`src/rtl/pipeline_hazard_ctrl_if.sv`:
```
// Pipeline-side signals of the hazard controller: ID/EX hazard inputs and the
// PC / pipeline-register control outputs it returns.
interface pipeline_hazard_ctrl_if;
  logic [4:0]  id_rs;
  logic [4:0]  id_rt;
  logic        id_uses_rs;
  logic        id_uses_rt;
  logic        ex_mem_read;
  logic [4:0]  ex_rt;
  logic        ex_branch_taken;
  logic        id_mdu_start;
  logic        id_mdu_is_div;
  logic        id_uses_hilo;
  logic        pc_en;
  logic        if_id_en;
  logic        if_id_flush;
  logic        id_ex_flush;
  logic        mdu_busy;
  logic        mdu_issue;
  logic [15:0] stall_count;

  // Pipeline datapath side: presents instruction info, obeys the controls.
  modport master (
    output id_rs, id_rt, id_uses_rs, id_uses_rt, ex_mem_read, ex_rt,
           ex_branch_taken, id_mdu_start, id_mdu_is_div, id_uses_hilo,
    input  pc_en, if_id_en, if_id_flush, id_ex_flush, mdu_busy, mdu_issue,
           stall_count
  );

  // Hazard controller side.
  modport slave (
    input  id_rs, id_rt, id_uses_rs, id_uses_rt, ex_mem_read, ex_rt,
           ex_branch_taken, id_mdu_start, id_mdu_is_div, id_uses_hilo,
    output pc_en, if_id_en, if_id_flush, id_ex_flush, mdu_busy, mdu_issue,
           stall_count
  );
endinterface

```
`src/rtl/pipeline_hazard_ctrl.sv`:
```
// Hazard controller for a 5-stage pipeline: load-use and HI/LO stalls, branch
// flushes, a multi-cycle MDU occupancy tracker and a saturating stall counter.
module pipeline_hazard_ctrl (
  input  logic                         clk,
  input  logic                         reset_n,
  pipeline_hazard_ctrl_if.slave        hz
);

  typedef enum logic {
    MDU_IDLE = 1'b0,
    MDU_RUN  = 1'b1
  } mdu_state_t;

  localparam logic [4:0] MULT_CNT = 5'd3;
  localparam logic [4:0] DIV_CNT  = 5'd31;

  mdu_state_t  state_reg;
  logic [4:0]  mdu_cnt_reg;
  logic [15:0] stall_count_reg;

  logic rs_match;
  logic rt_match;
  logic load_use;
  logic hilo_hazard;
  logic stall;
  logic mdu_busy;
  logic mdu_issue;

  // Register $0 is hardwired to zero, so a load targeting it never hazards.
  assign rs_match    = hz.id_uses_rs && (hz.id_rs == hz.ex_rt);
  assign rt_match    = hz.id_uses_rt && (hz.id_rt == hz.ex_rt);
  assign load_use    = hz.ex_mem_read && (hz.ex_rt != 5'd0) && (rs_match || rt_match);
  assign mdu_busy    = (state_reg == MDU_RUN);
  assign hilo_hazard = mdu_busy && (hz.id_uses_hilo || hz.id_mdu_start);
  assign stall       = (load_use || hilo_hazard) && !hz.ex_branch_taken;

  // A taken branch squashes the ID instruction, so it must not launch the MDU.
  assign mdu_issue   = (state_reg == MDU_IDLE) && hz.id_mdu_start &&
                       !stall && !hz.ex_branch_taken;

  assign hz.pc_en       = !stall;
  assign hz.if_id_en    = !stall;
  assign hz.if_id_flush = hz.ex_branch_taken;
  assign hz.id_ex_flush = hz.ex_branch_taken || stall;
  assign hz.mdu_busy    = mdu_busy;
  assign hz.mdu_issue   = mdu_issue;
  assign hz.stall_count = stall_count_reg;

  // Branch flushes do not touch MDU_RUN: an issued op is already committed.
  always_ff @(posedge clk or negedge reset_n) begin
    if (!reset_n) begin
      state_reg   <= MDU_IDLE;
      mdu_cnt_reg <= 5'd0;
    end else begin
      case (state_reg)
        MDU_IDLE: begin
          if (mdu_issue) begin
            state_reg   <= MDU_RUN;
            mdu_cnt_reg <= hz.id_mdu_is_div ? DIV_CNT : MULT_CNT;
          end
        end
        MDU_RUN: begin
          if (mdu_cnt_reg == 5'd0) begin
            state_reg <= MDU_IDLE;
          end else begin
            mdu_cnt_reg <= mdu_cnt_reg - 5'd1;
          end
        end
        default: begin
          state_reg   <= MDU_IDLE;
          mdu_cnt_reg <= 5'd0;
        end
      endcase
    end
  end

  always_ff @(posedge clk or negedge reset_n) begin
    if (!reset_n) begin
      stall_count_reg <= 16'd0;
    end else if (stall && (stall_count_reg != 16'hFFFF)) begin
      stall_count_reg <= stall_count_reg + 16'd1;
    end
  end

endmodule

```
`src/flat_wrapper.sv`:
```
// flat-port wrapper written by rule: the top's interface ports become plain ports
module pipeline_hazard_ctrl_flat 
  (clk, reset_n, hz_id_rs, hz_id_rt, hz_id_uses_rs, hz_id_uses_rt, hz_ex_mem_read, hz_ex_rt, hz_ex_branch_taken, hz_id_mdu_start, hz_id_mdu_is_div, hz_id_uses_hilo, hz_pc_en, hz_if_id_en, hz_if_id_flush, hz_id_ex_flush, hz_mdu_busy, hz_mdu_issue, hz_stall_count);
  pipeline_hazard_ctrl_if hz_i ();
  input  logic clk;
  input  logic reset_n;
  input wire logic [$bits(hz_i.id_rs)-1:0] hz_id_rs;
  input wire logic [$bits(hz_i.id_rt)-1:0] hz_id_rt;
  input wire logic [$bits(hz_i.id_uses_rs)-1:0] hz_id_uses_rs;
  input wire logic [$bits(hz_i.id_uses_rt)-1:0] hz_id_uses_rt;
  input wire logic [$bits(hz_i.ex_mem_read)-1:0] hz_ex_mem_read;
  input wire logic [$bits(hz_i.ex_rt)-1:0] hz_ex_rt;
  input wire logic [$bits(hz_i.ex_branch_taken)-1:0] hz_ex_branch_taken;
  input wire logic [$bits(hz_i.id_mdu_start)-1:0] hz_id_mdu_start;
  input wire logic [$bits(hz_i.id_mdu_is_div)-1:0] hz_id_mdu_is_div;
  input wire logic [$bits(hz_i.id_uses_hilo)-1:0] hz_id_uses_hilo;
  output wire logic [$bits(hz_i.pc_en)-1:0] hz_pc_en;
  output wire logic [$bits(hz_i.if_id_en)-1:0] hz_if_id_en;
  output wire logic [$bits(hz_i.if_id_flush)-1:0] hz_if_id_flush;
  output wire logic [$bits(hz_i.id_ex_flush)-1:0] hz_id_ex_flush;
  output wire logic [$bits(hz_i.mdu_busy)-1:0] hz_mdu_busy;
  output wire logic [$bits(hz_i.mdu_issue)-1:0] hz_mdu_issue;
  output wire logic [$bits(hz_i.stall_count)-1:0] hz_stall_count;
  assign hz_i.id_rs = hz_id_rs;
  assign hz_i.id_rt = hz_id_rt;
  assign hz_i.id_uses_rs = hz_id_uses_rs;
  assign hz_i.id_uses_rt = hz_id_uses_rt;
  assign hz_i.ex_mem_read = hz_ex_mem_read;
  assign hz_i.ex_rt = hz_ex_rt;
  assign hz_i.ex_branch_taken = hz_ex_branch_taken;
  assign hz_i.id_mdu_start = hz_id_mdu_start;
  assign hz_i.id_mdu_is_div = hz_id_mdu_is_div;
  assign hz_i.id_uses_hilo = hz_id_uses_hilo;
  assign hz_pc_en = hz_i.pc_en;
  assign hz_if_id_en = hz_i.if_id_en;
  assign hz_if_id_flush = hz_i.if_id_flush;
  assign hz_id_ex_flush = hz_i.id_ex_flush;
  assign hz_mdu_busy = hz_i.mdu_busy;
  assign hz_mdu_issue = hz_i.mdu_issue;
  assign hz_stall_count = hz_i.stall_count;
  pipeline_hazard_ctrl u_core (.clk(clk), .reset_n(reset_n), .hz(hz_i));
endmodule
```
`config.mk`:
```
export PLATFORM = sky130hd
export DESIGN_NAME = pipeline_hazard_ctrl_flat
export DESIGN_NICKNAME = d
export VERILOG_FILES = /design/src/rtl/pipeline_hazard_ctrl_if.sv /design/src/rtl/pipeline_hazard_ctrl.sv /design/src/flat_wrapper.sv
export SDC_FILE = /design/constraint.sdc
export NUM_CORES = 1
export LEC_CHECK = 0
export CAP_MARGIN = 20
export CORE_UTILIZATION = 29
export DETAILED_ROUTE_END_ITERATION = 12
export PLACE_DENSITY_LB_ADDON = 0.1
export SLEW_MARGIN = 20
export SYNTH_ARGS = -nofsm -noshare
export SYNTH_HDL_FRONTEND = slang
export SYNTH_SLANG_ARGS = --single-unit
```
`constraint.sdc`:
```
create_clock -name clk -period 5.08 [get_ports clk]
set_input_delay 0.762 -clock clk [delete_from_list [all_inputs] [get_ports clk]]
set_output_delay 0.762 -clock clk [all_outputs]
set_load 0.01 [all_outputs]
```
# After elaboration in Yosys (flattened, before gate mapping)
# Cells that the tools add are included.
totals:
  regBits: 22
op_classes:
  add_sub_neg: 2
  eq_ne: 5
  muxes: 7
  bitwise_logic: 1
  n_reduce_logical: 19
op_table:
  columns: ["operator", "n"]
  rows:
  - ["$add A16 B1 Y16 const B", 1]
  - ["$ne A16 B16 Y1 const B", 1]
  - ["$mux W5", 3]
  - ["$eq A5 B5 Y1", 2]
  - ["$logic_and A1 B1 Y1", 10]
  - ["$pmux W5 S2", 1]
  - ["$logic_not A5 Y1", 1]
  - ["$reduce_bool A5 Y1", 1]
  - ["$sub A5 B1 Y5 const B", 1]
  - ["$logic_or A1 B1 Y1", 4]
  - ["$ne A2 B2 Y1 const B", 2]
  - ["$logic_not A1 Y1", 2]
  - ["$mux W1", 2]
  - ["$pmux W1 S2", 1]
  - ["$reduce_and A2 Y1", 1]
  - ["$not A1 Y1", 1]

# Depth between registers and ports, before layout
logic_depth:
  word_depth: 11
  ltp_mapped: 7
  mapped_depth_nobuf: 6

# Worst setup path before layout
# No wires, ideal clock.
synth_timing:
  path_type: "input to output"
  from: "input hz_ex_rt[1]"
  to: "output hz_pc_en"
  t_arrival_ps: 2116
  required_ps: 4318
  path_slack_ps: 2202
  cell_stages: 7
  path_buffers: 2
  cell_sequence: "or4_4 > o21ai_4 > nor2_2 > a21o_4 > buf_6 > inv_1 > buf_4"
synth_via:
  elab_chain_cells: 7
  elab_cells_between_ends: 11
  cone_classes: "eq/ne (2); reduce/logical (9)"
synth_rtl:
  columns: ["item", "line_no", "text"]
  rows:
  - ["start, declared", "flat_wrapper.sv:12", "input wire logic [$bits(hz_i.ex_rt)-1:0] hz_ex_rt;"]
  - ["$eq A5 B5 Y1, on equally long branches", "pipeline_hazard_ctrl.sv:30, pipeline_hazard_ctrl.sv:31", null]
  - ["$logic_and A1 B1 Y1, on equally long branches", "pipeline_hazard_ctrl.sv:30, pipeline_hazard_ctrl.sv:31", null]
  - ["$logic_or A1 B1 Y1", "pipeline_hazard_ctrl.sv:32", "assign load_use = hz.ex_mem_read && (hz.ex_rt != 5'd0) && (rs_match || rt_match);"]
  - ["$logic_and A1 B1 Y1 *", "pipeline_hazard_ctrl.sv:32", null]
  - ["$logic_or A1 B1 Y1 *", "pipeline_hazard_ctrl.sv:35", "assign stall = (load_use || hilo_hazard) && !hz.ex_branch_taken;"]
  - ["$logic_and A1 B1 Y1 *", "pipeline_hazard_ctrl.sv:35", null]
  - ["$logic_not A1 Y1 *", null, null]
  - ["end, declared", "flat_wrapper.sv:17", "output wire logic [$bits(hz_i.pc_en)-1:0] hz_pc_en;"]
# Every way passes the cells marked *; elsewhere a longest branch is shown, timed or not.

# Worst setup path after layout
layout_timing:
  from: "input hz_ex_rt[1]"
  to: "output hz_if_id_en"
layout_via:
  elab_chain_cells: 7
  elab_cells_between_ends: 11
  cone_classes: "eq/ne (2); reduce/logical (9)"
layout_rtl:
  columns: ["item", "line_no", "text"]
  rows:
  - ["$eq A5 B5 Y1, on equally long branches", "pipeline_hazard_ctrl.sv:30, pipeline_hazard_ctrl.sv:31", null]
  - ["$logic_and A1 B1 Y1, on equally long branches", "pipeline_hazard_ctrl.sv:30, pipeline_hazard_ctrl.sv:31", null]
  - ["$logic_or A1 B1 Y1", "pipeline_hazard_ctrl.sv:32", null]
  - ["$logic_and A1 B1 Y1 *", "pipeline_hazard_ctrl.sv:32", null]
  - ["$logic_or A1 B1 Y1 *", "pipeline_hazard_ctrl.sv:35", null]
  - ["$logic_and A1 B1 Y1 *", "pipeline_hazard_ctrl.sv:35", null]
  - ["$logic_not A1 Y1 *", "pipeline_hazard_ctrl.sv:42", "assign hz.if_id_en = !stall;"]
  - ["end, declared", "flat_wrapper.sv:18", "output wire logic [$bits(hz_i.if_id_en)-1:0] hz_if_id_en;"]
# Marks and branches as above.

==> impl_metrics.tcl <==
set metrics [dict create \
    finalCritPeriodShare 0.733 \
    fin_nets 203 \
    dieArea_um2 4860 \
    place_inst 223 \
    area_growth_pct 40.0 \
    core_area_um2 4380 \
    worstPathArrival_ps 2960 \
    synth_warnings 0 \
    clock_sinks 22 \
    critPathMaxStageDelay_ps 570 \
    tns_ps 0 \
    slew_viol_final 0 \
    grt_pass1_vias 1122 \
    synth_area_um2 1330 \
    routedWlPerCell_um 13.3 \
    cts_root_buffer "clkbuf_8" \
    max_freq_mhz 269 \
    dr_total_vias 1077 \
    die_h_um 69.7 \
    design.portCount 46 \
    endpoint_kind "primary output" \
    clk_latency_ps 270 \
    syn_nets 158 \
    skew_ps 9.68 \
    worst_pin_slew_ps 726 \
    stdcell_count 227 \
    cts.repair.resized 0 \
    finalCriticalPeriod_ps 3720 \
    ys.flop_type "dfrtp_1" \
    cp.required_ps 4320 \
    drc 0 \
    cts_max_path_buffers 2 \
    synth-async-reset-ratio 1.00 \
    p_per_area_nw_per_um2 388 \
    p_comb_frac 0.424 \
    antenna_found_initial 0 \
    ctsHoldBuffers 0 \
    ir_worst_vdd_mv 0.233 \
    rsz0062_at_grt "false" \
    clkPwrFrac 0.175 \
    critPathSlowestCell "or4_4" \
    p_leak_nw 0.750 \
    crit_chain "clkdlybuf4s50_1 -> or4_4 -> o21ai_4 -> nor2_2 -> a21o_4 -> inv_1 -> clkdlybuf4s50_1" \
    hold_ws_ps 455 \
    place.gp.congestion 0.789 \
    rows 24 \
    synth_seq_area_share 0.414 \
    finish.utilization 0.424 \
    postCtsSetupBuffers 0 \
    dr.pass1.iters 4 \
    gr-usage-all-layers 0.137 \
    die_w_um 69.7 \
    ys_seq_elements 22 \
    drt_iter0_markers 16 \
    switching_share 0.356 \
    antenna_cells 0 \
    pwr-share-seq 0.401 \
    crit_top_cell "clkdlybuf4s50_1" \
    power_switching_mw 0.257 \
    maxCapViolations 0 \
    syn-instance-count 131 \
    synth_cell_type_count 34 \
    layout-drive-gt1-share 0.0743 \
    ant_nets 0 \
    avgSynthCellArea_um2 10.1 \
    p_int_mw 0.466 \
    power_mw 0.723 \
    hold_viol 0 \
    hpwl_mm 2.34 \
    status "completed" \
    cts_tree "yes" \
    htreeDepth 1 \
    grt_pass1_wl_mm 5.31 \
    critPathMaxFanout 16 \
    worst_setup_path_start_kind "input pin" \
    cts_made_buffers 3 \
    synth_edf_count 0 \
    grt_max_degree 23 \
    grt-ovfl-total 0 \
    clk_pin_slew_worst_paths_ps 80 \
    wl_mm 3.02 \
    port_buffers 45 \
    largest_reg_flops 16 \
    maxSlewHeadroom 0.510 \
    viasPerCell 4.74 \
    path_class "input pin to primary output" \
    hold_class "input pin to asynchronous set/reset pin" \
    setup_violations 0 \
    start_util 0.303 \
]
==> critical path, delay by kind of cell <==
family                 cells  cell delay (ps)
AO/OA/AOI/OAI              2              480
buffers and inverters      3             1080
AND/OR/NAND/NOR            2              630
==> final timing paths <==
check                                         start                       end  slack (ps)  cells past startpoint
setup / recovery                        hz_ex_rt[1]               hz_if_id_en        1360                      7
hold / removal                              reset_n     u_core.mdu_cnt_reg[0]         460                      1
setup reg to reg           u_core.hz.stall_count[4]  u_core.hz.stall_count[1]        2940                      6
hold reg to reg            u_core.hz.stall_count[7]  u_core.hz.stall_count[7]         500                      1
max in group asynchronous                   reset_n  u_core.hz.stall_count[3]        4260                      1
min in group clk           u_core.hz.stall_count[7]  u_core.hz.stall_count[7]         500                      1
==> Yosys cell counts (all sizes together) (2+ instances only) <==
library cell | count | share of area
clkbuf | 2 | 0.0057
nor3 | 3 | 0.011
o21ai | 3 | 0.020
dfrtp | 22 | 0.41
nand4 | 9 | 0.047
mux2i | 2 | 0.015
buf | 3 | 0.020
and4 | 2 | 0.013
xnor2 | 28 | 0.18
a221oi | 2 | 0.013
nand2 | 7 | 0.020
inv | 9 | 0.025
nor2 | 7 | 0.022
nand3 | 13 | 0.053
and3 | 3 | 0.014
and2 | 2 | 0.011
ha | 3 | 0.028
o211ai | 2 | 0.022
==> cell type report <==
class / instances / area (um^2)
well taps: 52 / 65.1
multi-input cells: 95 / 711
inverters: 9 / 33.8
fillers: 440 / 2520
clock buffers: 4 / 55.1
flip-flops and latches: 22 / 551
repair buffers: 45 / 445
==> power groups by stage <==
stage	Clock, mW	Combinational (mW)	Sequential (mW)
detailed placement	0	0.309	0.293
floorplan	0	0.193	0.281
global placement	0	0.303	0.291
CTS	0.133	0.311	0.290
global route	0.143	0.340	0.298
finish	0.126	0.307	0.290
==> stage by stage <==
| step | cell area (um^2) | setup slack, ps |
|---|---|---|
| final | 1860 | 1360 |
| after global routing | 1860 | 1270 |
| after CTS | 1870 | 1340 |
| after detailed placement | 1810 | 1340 |
| after global placement | 1810 | 1380 |
| after floorplan | 1330 | 2200 |
==> cells in the final DEF, fill, tap and decap left out, types with 2 or more instances in the layout <==
cell	netlist	final
inv_1	9	9
dfrtp_1	22	22
nor3_1	3	3
nor2_1	6	6
o21ai_0	2	2
clkbuf_8	0	4
a221oi_1	2	2
and4_1	2	2
nand4_1	8	8
and3_1	3	3
clkdlybuf4s50_1	0	44
xnor2_1	28	28
nand2_1	7	7
nand3_1	12	12
ha_1	3	3
mux2i_1	2	2
==> layer usage <==
| metal | share of wire | vias to the layer above | track usage | routed length, um |
|---|---|---|---|---|
| met2 | 0.52 | 18 | 0.244 | 1570 |
| li1 | - | 544 | - | - |
| met5 | 0 | - | 0 | 0 |
| met3 | 0.029 | 2 | 0.0320 | 86 |
| met1 | 0.44 | 513 | 0.162 | 1340 |
| met4 | 0.0083 | 0 | 0.0444 | 25 |
==> kinds of logic after synthesis <==
family | after synthesis | share of synthesized area
multiplexers | 3 | 0.0235
XOR/XNOR | 28 | 0.185
adder cells (fa/ha/maj) | 3 | 0.0283
buffers and inverters | 14 | 0.0508
AND/OR/NAND/NOR | 48 | 0.204
flip-flops | 22 | 0.414
AO/OA/AOI/OAI | 13 | 0.0942
Note: power is estimated with default switching activity, not from simulation.
